File: src/rtl/led_status_pwm.sv
// Status LED driver: mode FSM (INIT/RUN/CALIB/FAULT) with PWM dimming, a breathing envelope in CALIB
// and blink patterns in INIT/FAULT. All LED pins and o_mode come straight from flops.
module led_status_pwm #(
  parameter int PRESCALE_TICKS = 50,
  parameter int DUTY_WIDTH     = 8,
  parameter int BLINK_PERIODS  = 32,
  parameter int BREATH_STEP    = 4
) (
  input  logic                  i_clock,
  input  logic                  i_reset,
  input  logic                  i_adc_init_done,
  input  logic                  i_calib_enabled,
  input  logic                  i_fault,
  input  logic                  i_fault_clear,
  input  logic [DUTY_WIDTH-1:0] i_brightness,
  output logic                  o_led_r,
  output logic                  o_led_g,
  output logic                  o_led_b,
  output logic [1:0]            o_mode
);

  localparam int PW            = (PRESCALE_TICKS > 1) ? $clog2(PRESCALE_TICKS) : 1;
  localparam int BW            = $clog2(BLINK_PERIODS + 1);
  localparam int FAULT_PERIODS = (BLINK_PERIODS / 4 > 0) ? BLINK_PERIODS / 4 : 1;

  localparam logic [PW-1:0]         PRESC_LAST = PW'(PRESCALE_TICKS - 1);
  localparam logic [DUTY_WIDTH-1:0] DUTY_MAX   = '1;
  localparam logic [DUTY_WIDTH:0]   STEP_EXT   = (DUTY_WIDTH + 1)'(BREATH_STEP);
  localparam logic [DUTY_WIDTH-1:0] STEP_W     = DUTY_WIDTH'(BREATH_STEP);
  localparam logic [BW-1:0]         INIT_LAST  = BW'(BLINK_PERIODS - 1);
  localparam logic [BW-1:0]         FAULT_LAST = BW'(FAULT_PERIODS - 1);

  typedef enum logic [1:0] {
    ST_INIT  = 2'd0,
    ST_RUN   = 2'd1,
    ST_CALIB = 2'd2,
    ST_FAULT = 2'd3
  } state_t;

  state_t                  state_reg, state_next;
  logic [PW-1:0]           presc_reg;
  logic [DUTY_WIDTH-1:0]   pwm_cnt_reg;
  logic [DUTY_WIDTH-1:0]   duty_reg;
  logic [DUTY_WIDTH-1:0]   envelope_reg, envelope_next;
  logic                    dir_up_reg, dir_up_next;
  logic [BW-1:0]           blink_cnt_reg, blink_cnt_next;
  logic                    blink_phase_reg, blink_phase_next;
  logic                    fault_flag_reg;
  logic                    led_r_reg, led_g_reg, led_b_reg;
  logic                    led_r_next, led_g_next, led_b_next;

  logic                    step;
  logic                    period_end;
  logic [DUTY_WIDTH:0]     env_sum;
  logic [BW-1:0]           blink_last;

  assign step       = (presc_reg == PRESC_LAST);
  assign period_end = step && (pwm_cnt_reg == DUTY_MAX);
  assign env_sum    = {1'b0, envelope_reg} + STEP_EXT;
  assign blink_last = (state_reg == ST_FAULT) ? FAULT_LAST : INIT_LAST;

  // State register plus all datapath registers.
  always_ff @(posedge i_clock or negedge i_reset) begin
    if (!i_reset) begin
      state_reg       <= ST_INIT;
      presc_reg       <= '0;
      pwm_cnt_reg     <= '0;
      duty_reg        <= '0;
      envelope_reg    <= '0;
      dir_up_reg      <= 1'b1;
      blink_cnt_reg   <= '0;
      blink_phase_reg <= 1'b1;
      fault_flag_reg  <= 1'b0;
      led_r_reg       <= 1'b0;
      led_g_reg       <= 1'b0;
      led_b_reg       <= 1'b0;
    end else begin
      state_reg       <= state_next;
      presc_reg       <= step ? '0 : presc_reg + 1'b1;
      if (step)
        pwm_cnt_reg   <= pwm_cnt_reg + 1'b1;
      // Duty only changes on a period boundary so a period is never cut short.
      if (period_end)
        duty_reg      <= (state_reg == ST_CALIB) ? envelope_reg : i_brightness;
      envelope_reg    <= envelope_next;
      dir_up_reg      <= dir_up_next;
      blink_cnt_reg   <= blink_cnt_next;
      blink_phase_reg <= blink_phase_next;
      // A fault still asserted wins over a simultaneous clear.
      if (i_fault)
        fault_flag_reg <= 1'b1;
      else if (i_fault_clear)
        fault_flag_reg <= 1'b0;
      led_r_reg       <= led_r_next;
      led_g_reg       <= led_g_next;
      led_b_reg       <= led_b_next;
    end
  end

  always_comb begin
    if (fault_flag_reg)
      state_next = ST_FAULT;
    else if (!i_adc_init_done)
      state_next = ST_INIT;
    else if (i_calib_enabled)
      state_next = ST_CALIB;
    else
      state_next = ST_RUN;
  end

  // Envelope and blink sequencing; every mode change restarts both patterns.
  always_comb begin
    envelope_next    = envelope_reg;
    dir_up_next      = dir_up_reg;
    blink_cnt_next   = blink_cnt_reg;
    blink_phase_next = blink_phase_reg;
    if (state_next != state_reg) begin
      envelope_next    = '0;
      dir_up_next      = 1'b1;
      blink_cnt_next   = '0;
      blink_phase_next = 1'b1;
    end else if (period_end) begin
      if (state_reg == ST_CALIB) begin
        if (dir_up_reg) begin
          if (env_sum >= {1'b0, DUTY_MAX}) begin
            envelope_next = DUTY_MAX;
            dir_up_next   = 1'b0;
          end else begin
            envelope_next = env_sum[DUTY_WIDTH-1:0];
          end
        end else begin
          if ({1'b0, envelope_reg} <= STEP_EXT) begin
            envelope_next = '0;
            dir_up_next   = 1'b1;
          end else begin
            envelope_next = envelope_reg - STEP_W;
          end
        end
      end
      if (blink_cnt_reg == blink_last) begin
        blink_cnt_next   = '0;
        blink_phase_next = ~blink_phase_reg;
      end else begin
        blink_cnt_next   = blink_cnt_reg + 1'b1;
      end
    end
  end

  always_comb begin
    led_r_next = 1'b0;
    led_g_next = 1'b0;
    led_b_next = 1'b0;
    case (state_reg)
      ST_INIT:  led_r_next = blink_phase_reg && (pwm_cnt_reg < DUTY_MAX);
      ST_RUN:   led_g_next = (pwm_cnt_reg < duty_reg);
      ST_CALIB: led_b_next = (pwm_cnt_reg < duty_reg);
      default:  led_r_next = blink_phase_reg;
    endcase
  end

  assign o_led_r = led_r_reg;
  assign o_led_g = led_g_reg;
  assign o_led_b = led_b_reg;
  assign o_mode  = state_reg;

endmodule

File: config.mk
export PLATFORM = sky130hd
export DESIGN_NAME = led_status_pwm
export DESIGN_NICKNAME = d
export VERILOG_FILES = /design/src/rtl/led_status_pwm.sv
export SDC_FILE = /design/constraint.sdc
export NUM_CORES = 1
export LEC_CHECK = 0
export BUFFER_PORTS_ARGS = -buffer_cell sky130_fd_sc_hd__buf_2
export CAP_MARGIN = 15
export CORE_ASPECT_RATIO = 0.8
export CORE_MARGIN = 2
export CORE_UTILIZATION = 45
export DETAILED_ROUTE_END_ITERATION = 10
export PLACE_DENSITY = 0.7
export SLEW_MARGIN = 10
export SYNTH_ARGS = -nofsm -noshare
export SYNTH_HDL_FRONTEND = slang
export SYNTH_SLANG_ARGS = --single-unit
export TNS_END_PERCENT = 30
File: constraint.sdc
create_clock -name i_clock -period 4 [get_ports i_clock]
set_clock_uncertainty 0.1 [all_clocks]
set_input_delay 0.4 -clock i_clock [delete_from_list [all_inputs] [get_ports i_clock]]
set_output_delay 0.4 -clock i_clock [all_outputs]
set_load 0.1 [all_outputs]
==> results of run 1 <==
## cell type report
class / count / share of cell area (%)
clock buffer: 8 / 3.48
tap: 78 / 3.39
sequential: 43 / 37.5
timing repair buffer: 18 / 3.13
multi-input combinational: 210 / 50.4
inverter: 16 / 2.09
## critical path, delay by kind of cell (launching register included)
kind / cells / cell delay, ns
adder cells (fa/ha/maj): 1 / 0.13
flip-flops: 1 / 0.41
AND/OR/NAND/NOR: 3 / 1.26
AO/OA/AOI/OAI: 2 / 0.29
buffers and inverters: 1 / 0.07
## placed cells by master (no fill, tap or decap), drive strengths merged, types with 7 or more instances in the layout
cell type / n
mux2i: 7
clkbuf: 8
dfrtp: 41
a21oi: 11
nand2: 34
buf: 18
xnor2: 10
o21ai: 14
inv: 16
ha: 15
nand3: 15
nor2: 19
a21o: 7
## synthesized netlist by cell type (7+ instances only)
cell type and number:
inv_1 16, ha_1 15, xnor2_1 10, mux2i_1 7, clkbuf_1 9, nand2_1 34, a21oi_1 10, nor2_1 19
a21o_1 7, o21ai_0 11, dfrtp_1 41, nand3_1 15
## metal layers
layer / global-route usage [%] / up-vias
met3: 5.46 / 7
met2: 26.2 / 34
met4: 4.31 / 0
met5: 0 / -
li1: - / 1034
met1: 29.4 / 962
## power breakdown
| group | internal (mW) | switching (mW) | total [mW] | leakage (nW) |
|---|---|---|---|---|
| Clock | 0.158 | 0.147 | 0.304 | 0.0515 |
| Combinational | 0.0246 | 0.0651 | 0.0897 | 0.784 |
| Sequential | 0.439 | 0.00529 | 0.444 | 0.529 |
## stage by stage
stage | utilization, % | hold slack, ns | area, um2 | setup WS (ns) | power, mW
floorplan | - | 0.00441 | 2640 | 1.35 | 0.515
global placement | 50.0 | 0.365 | 2780 | 1.76 | 0.543
detailed placement | 50.0 | 0.374 | 2780 | 1.67 | 0.543
CTS | 51.8 | 0.172 | 2880 | 1.66 | 0.847
global route | 51.8 | 0.176 | 2880 | 1.47 | 0.879
finish | 51.8 | 0.154 | 2880 | 1.65 | 0.838
## cells by family after synthesis
family / count (synthesis)
simple gates: 105
mux: 11
buf+inv: 28
fa+ha+maj: 15
xor+xnor: 15
flops: 43
compound gates: 64
## path summary, 6_finish.rpt
check	start	endpoint	slack [ns]	cells after the start
setup / recovery	presc_reg[1]	envelope_reg[2]	1.65	7
hold / removal	i_reset	o_mode[1]	0.15	1
setup reg to reg	presc_reg[1]	envelope_reg[2]	1.65	7
hold reg to reg	duty_reg[5]	duty_reg[5]	0.39	2
max in group asynchronous	i_reset	blink_cnt_reg[1]	3.04	1
min in group i_clock	i_fault	fault_flag_reg	0.18	2
==> results_dict.tcl, run 1 <==
set metrics [dict create \
    cts_tree "built" \
    grt_start_max_net_pins 44 \
    p_leak_nw 1.36 \
    synthTopCellsByArea "dfrtp_1 39%, ha_1 7.1%, nand2_1 4.8%, xnor2_1 3.3%, nand3_1 2.8%" \
    ys_seq_area_share_pct 40.9 \
    top_layer_used "met4" \
    antenna_cells 0 \
    critPathMaxStageDelay_ns 0.68 \
    syn_nets 310 \
    multi_input_area_mm2 0.00145 \
    path_clk_slew_ns 0.08 \
    slew_headroom_pct 35.1 \
    gp_congestion 0.863 \
    dp_hpwl_mm 3.95 \
    drive_gt1_share_pct 14.2 \
    synth_compound_area_share_pct 17.9 \
    setup-violations-final 0 \
    worstHoldPathType "input port to asynchronous set/reset pin" \
    gr-total-overflow 0 \
    yosysTopAreaCellShare_pct 38.9 \
    fill_cells 516 \
    ys_warn_count 0 \
    cts_buffers 5 \
    io_buffer_count 18 \
    fmax_ghz 0.426 \
    worstPathMaxFanout 21 \
    finalNonFillerCells 373 \
    ioPinCount 19 \
    core_mm2 0.00556 \
    ir_worst_vdd_mv 0.194 \
    critPathLaunchType "register" \
    cts_root_buf "clkbuf_8" \
    setup_tns_ns 0 \
    antenna_found_initial 0 \
    avgSynthCellArea_um2 9.38 \
    synth_fa_ha_area_share_pct 7.12 \
    hold_viol 0 \
    dr_wl_met2_mm 2.37 \
    nets 323 \
    dr.pass1.iters 4 \
    cts_sinks 43 \
    cp.arrival_ns 2.46 \
    cts_resized 0 \
    grt_usage_pct 19.1 \
    outcome "completed" \
    route.met3.wl_um 201 \
    grt_pass1_wl_mm 9.60 \
    place_inst 365 \
    yosys.area_share.simple_pct 20.6 \
    crit_chain "inv_1 -> ha_1 -> nand3b_1 -> or4_4 -> nor2_1 -> o2111ai_1 -> o211ai_1" \
    required_ns 4.12 \
    drt-wirelength-per-cell_um 14.5 \
    synth_area_mm2 0.00264 \
    drc 0 \
    synth_xor_area_share_pct 4.99 \
    end_kind "register" \
    synth_cell_types 56 \
    dieArea_mm2 0.00649 \
    area.growth.synth_to_final_pct 9.12 \
    die_h_um 72.4 \
    drt_iter0_markers 136 \
    min_period_ns 2.35 \
    cts_setup_buffers 0 \
    criticalPathCategory "register to register" \
    cp_slowest_cell "or4_4" \
    synth_ff_type "dfrtp_1" \
    grt_pass1_vias 1961 \
    seq_area_mm2 0.00108 \
    antenna_left 0 \
    avgViaCountPerCell 5.46 \
    synth_edf_count 0 \
    insertion_delay_ns 0.30 \
    power_density_mw_per_mm2 292 \
    synthMuxAreaShare_pct 4.37 \
    synth_area_leader_cell "dfrtp_1" \
    vias 2037 \
    m1WireLength_mm 2.79 \
    cap_viol_max_count 0 \
    syn_inst 281 \
    synth_seq_cells 43 \
    synth_top_family_by_area "simple AND/OR/NAND/NOR gates" \
    worst_pin_slew_ns 0.974 \
    start_util_pct 47.4 \
    slew_violations 0 \
    fin_crit_sh_pct 58.6 \
    rows 24 \
    drt-total-wl_mm 5.42 \
    clockBufferDepth 2 \
    die_width_um 89.6 \
    postSynth.asyncResetShare_pct 100 \
    htree_levels 2 \
    cts_hold_buf 0 \
    rsz0062_at_grt "false" \
]
Power figures use the tool's default switching activity.
==> inputs of run 2 (changes only) <==
Settings changed: PLACE_DENSITY 0.7 to 0.73.
Clock period 4 ns to 1.9 ns, I/O delays scaled along.
==> run 2 against run 1 <==
Effect of this change:
- the run now ends with setup timing left
- critical path depth decreased by 2
- largest cell class unchanged
- via count is 9.5% higher
- total power increased by 110%
- worst hold slack got worse by 0.11 ns
- sequential share of layout area is 4.8 points lower
- clock-buffer cell count is 1 lower
- die area stayed put
==> results_dict.tcl, run 2 (synthesized netlist as in run 1, its figures left out) <==
set metrics [dict create \
    rsz0062_at_grt "true" \
    drt-wirelength-per-cell_um 14.4 \
    dieArea_mm2 0.00649 \
    setup_tns_ns -0.700 \
    required_ns 2.01 \
    end_kind "register" \
    antenna_left 0 \
    power.share.combinational_pct 13.5 \
    layout_common_cells "39 x dfrtp_1, 38 x buf_4, 34 x nand2_1, 18 x buf_2, 17 x nor2_1" \
    drt-total-wl_mm 6.00 \
    fin_ws_ns -0.102 \
    power_density_mw_per_mm2 520 \
    gp_congestion 0.864 \
    dpl_cell_area_mm2 0.00308 \
    grt_usage_pct 19.9 \
    core_mm2 0.00556 \
    hold_viol 0 \
    ioPinCount 19 \
    vias 2231 \
    grt_pass1_vias 2051 \
    rows 24 \
    r2r-end "dir_up_reg" \
    drc 0 \
    cts_buffers 5 \
    worstPathMaxFanout 6 \
    cp_top_family "compound AO/OA/AOI/OAI gates" \
    start_util_pct 47.4 \
    insertion_delay_ns 0.30 \
    violations "setup timing" \
    cp_slowest_cell "dfrtp_4" \
    internal_power_mw 1.26 \
    grt_start_max_net_pins 23 \
    min_period_ns 2.00 \
    nets 367 \
    p_leak_nw 1.59 \
    setup-violations-final 12 \
    worstHoldPathType "input port to register" \
    cts_root_buf "clkbuf_8" \
    critPathLaunchType "register" \
    seq_power_share_pct 54.1 \
    multi_input_area_mm2 0.00155 \
    antenna_found_initial 0 \
    slew_violations 0 \
    final_common_cell "dfrtp_1" \
    r2r_cells 5 \
    fmax_ghz 0.500 \
    slew_headroom_pct 65.4 \
    path_depth 5 \
    die_h_um 72.4 \
    area.growth.synth_to_final_pct 25.7 \
    gr-total-overflow 0 \
    cts_sinks 43 \
    r2r_slack_ns -0.10 \
    cts_tree "built" \
    avgViaCountPerCell 5.36 \
    switching_power_mw 0.465 \
    criticalPathCategory "register to register" \
    grt_pass1_wl_mm 9.93 \
    clockBufferDepth 2 \
    critPathLaunch "o_mode[1]" \
    endpoint "dir_up_reg" \
    dp_hpwl_mm 4.53 \
    path_clk_slew_ns 0.08 \
    die_width_um 89.6 \
    fill_cells 480 \
    design_area_mm2 0.00331 \
    path_buf_inv 0 \
    cp.arrival_ns 2.12 \
    finish.utilization_pct 59.6 \
    p_total_mw 1.72 \
    fin_crit_sh_pct 105 \
    drt_iter0_markers 136 \
    antenna_cells 0 \
    crit_chain "or3b_1 -> a311o_2 -> a21oi_4 -> mux2_4 -> o31ai_2" \
    critPathMaxStageDelay_ns 0.48 \
    drive_gt1_share_pct 28.1 \
    io_buffer_count 18 \
    htree_levels 2 \
    power_frac_clock_pct 32.4 \
    worst_pin_slew_ns 0.519 \
    cap_viol_max_count 0 \
    ir_worst_vdd_mv 0.298 \
    dr.pass1.iters 4 \
    seq_area_mm2 0.00108 \
    r2r_start "o_mode[1]" \
    outcome "finished with violations" \
    p_sw_share_pct 27.0 \
]
[run 2: metal layers]
layer / up-vias / GRT usage (%) / part of all wire (%)
li1: 1123 / - / -
met1: 1056 / 30.9 / 50
met2: 41 / 27.8 / 44
met3: 11 / 3.41 / 3.8
met4: 0 / 6.47 / 1.7
met5: - / 0 / 0
[run 2: worst register-to-register path, cell delays in order, from the launching register on]
cell and delay [ns]:
dfrtp_4 0.48, or3b_1 0.35, a311o_2 0.42, a21oi_4 0.19, mux2_4 0.32, o31ai_2 0.06
[run 2: power groups by stage]
stage	Clock, mW	Combinational, mW	Sequential, mW
5_1_grt	0.617	0.247	0.934
3_5_place_dp	0	0.218	0.950
2_1_floorplan	0	0.0837	1.01
6_report	0.557	0.232	0.931
3_3_place_gp	0	0.214	0.950
4_1_cts	0.572	0.230	0.931
[run 2: timing repair]
item,in CTS,in global routing
endpoints found under the hold margin,21,0
gates resized for setup,5,9
setup buffers,1,3
cloned,1,0
pin swaps,6,1
hold buffers,2,0
endpoints found under the setup margin,13,18
[run 2: metrics by stage]
stage          worst slack, ns  hold WS (ns)  instances
2_1_floorplan           -0.348        -0.206        281
3_3_place_gp           -0.0579        0.0940        402
3_5_place_dp            -0.130        0.0946        402
4_1_cts                -0.0938        0.0371        413
5_1_grt                 -0.167        0.0447        416
6_report                -0.102        0.0450        416
[run 2: final cells by class]
class	count	share of cell area (%)
Tap cell	78	2.95
Sequential cell	43	32.7
Multi-Input combinational cell	211	46.7
Inverter	16	1.81
Clock buffer	7	2.30
Timing Repair Buffer	61	13.5
[run 2: worst min-delay path by stage]
| stage | start | to | slack [ns] | cells after the start |
|---|---|---|---|---|
| final | i_adc_init_done | o_mode[1] | 0.04 | 2 |
| after global routing | i_adc_init_done | o_mode[1] | 0.04 | 2 |
| after CTS | i_adc_init_done | o_mode[1] | 0.04 | 2 |
| after detailed placement | i_reset | duty_reg[0] | 0.09 | 1 |
| after global placement | i_reset | duty_reg[0] | 0.09 | 1 |
| after floorplan | i_reset | blink_cnt_reg[0] | -0.21 | 0 |
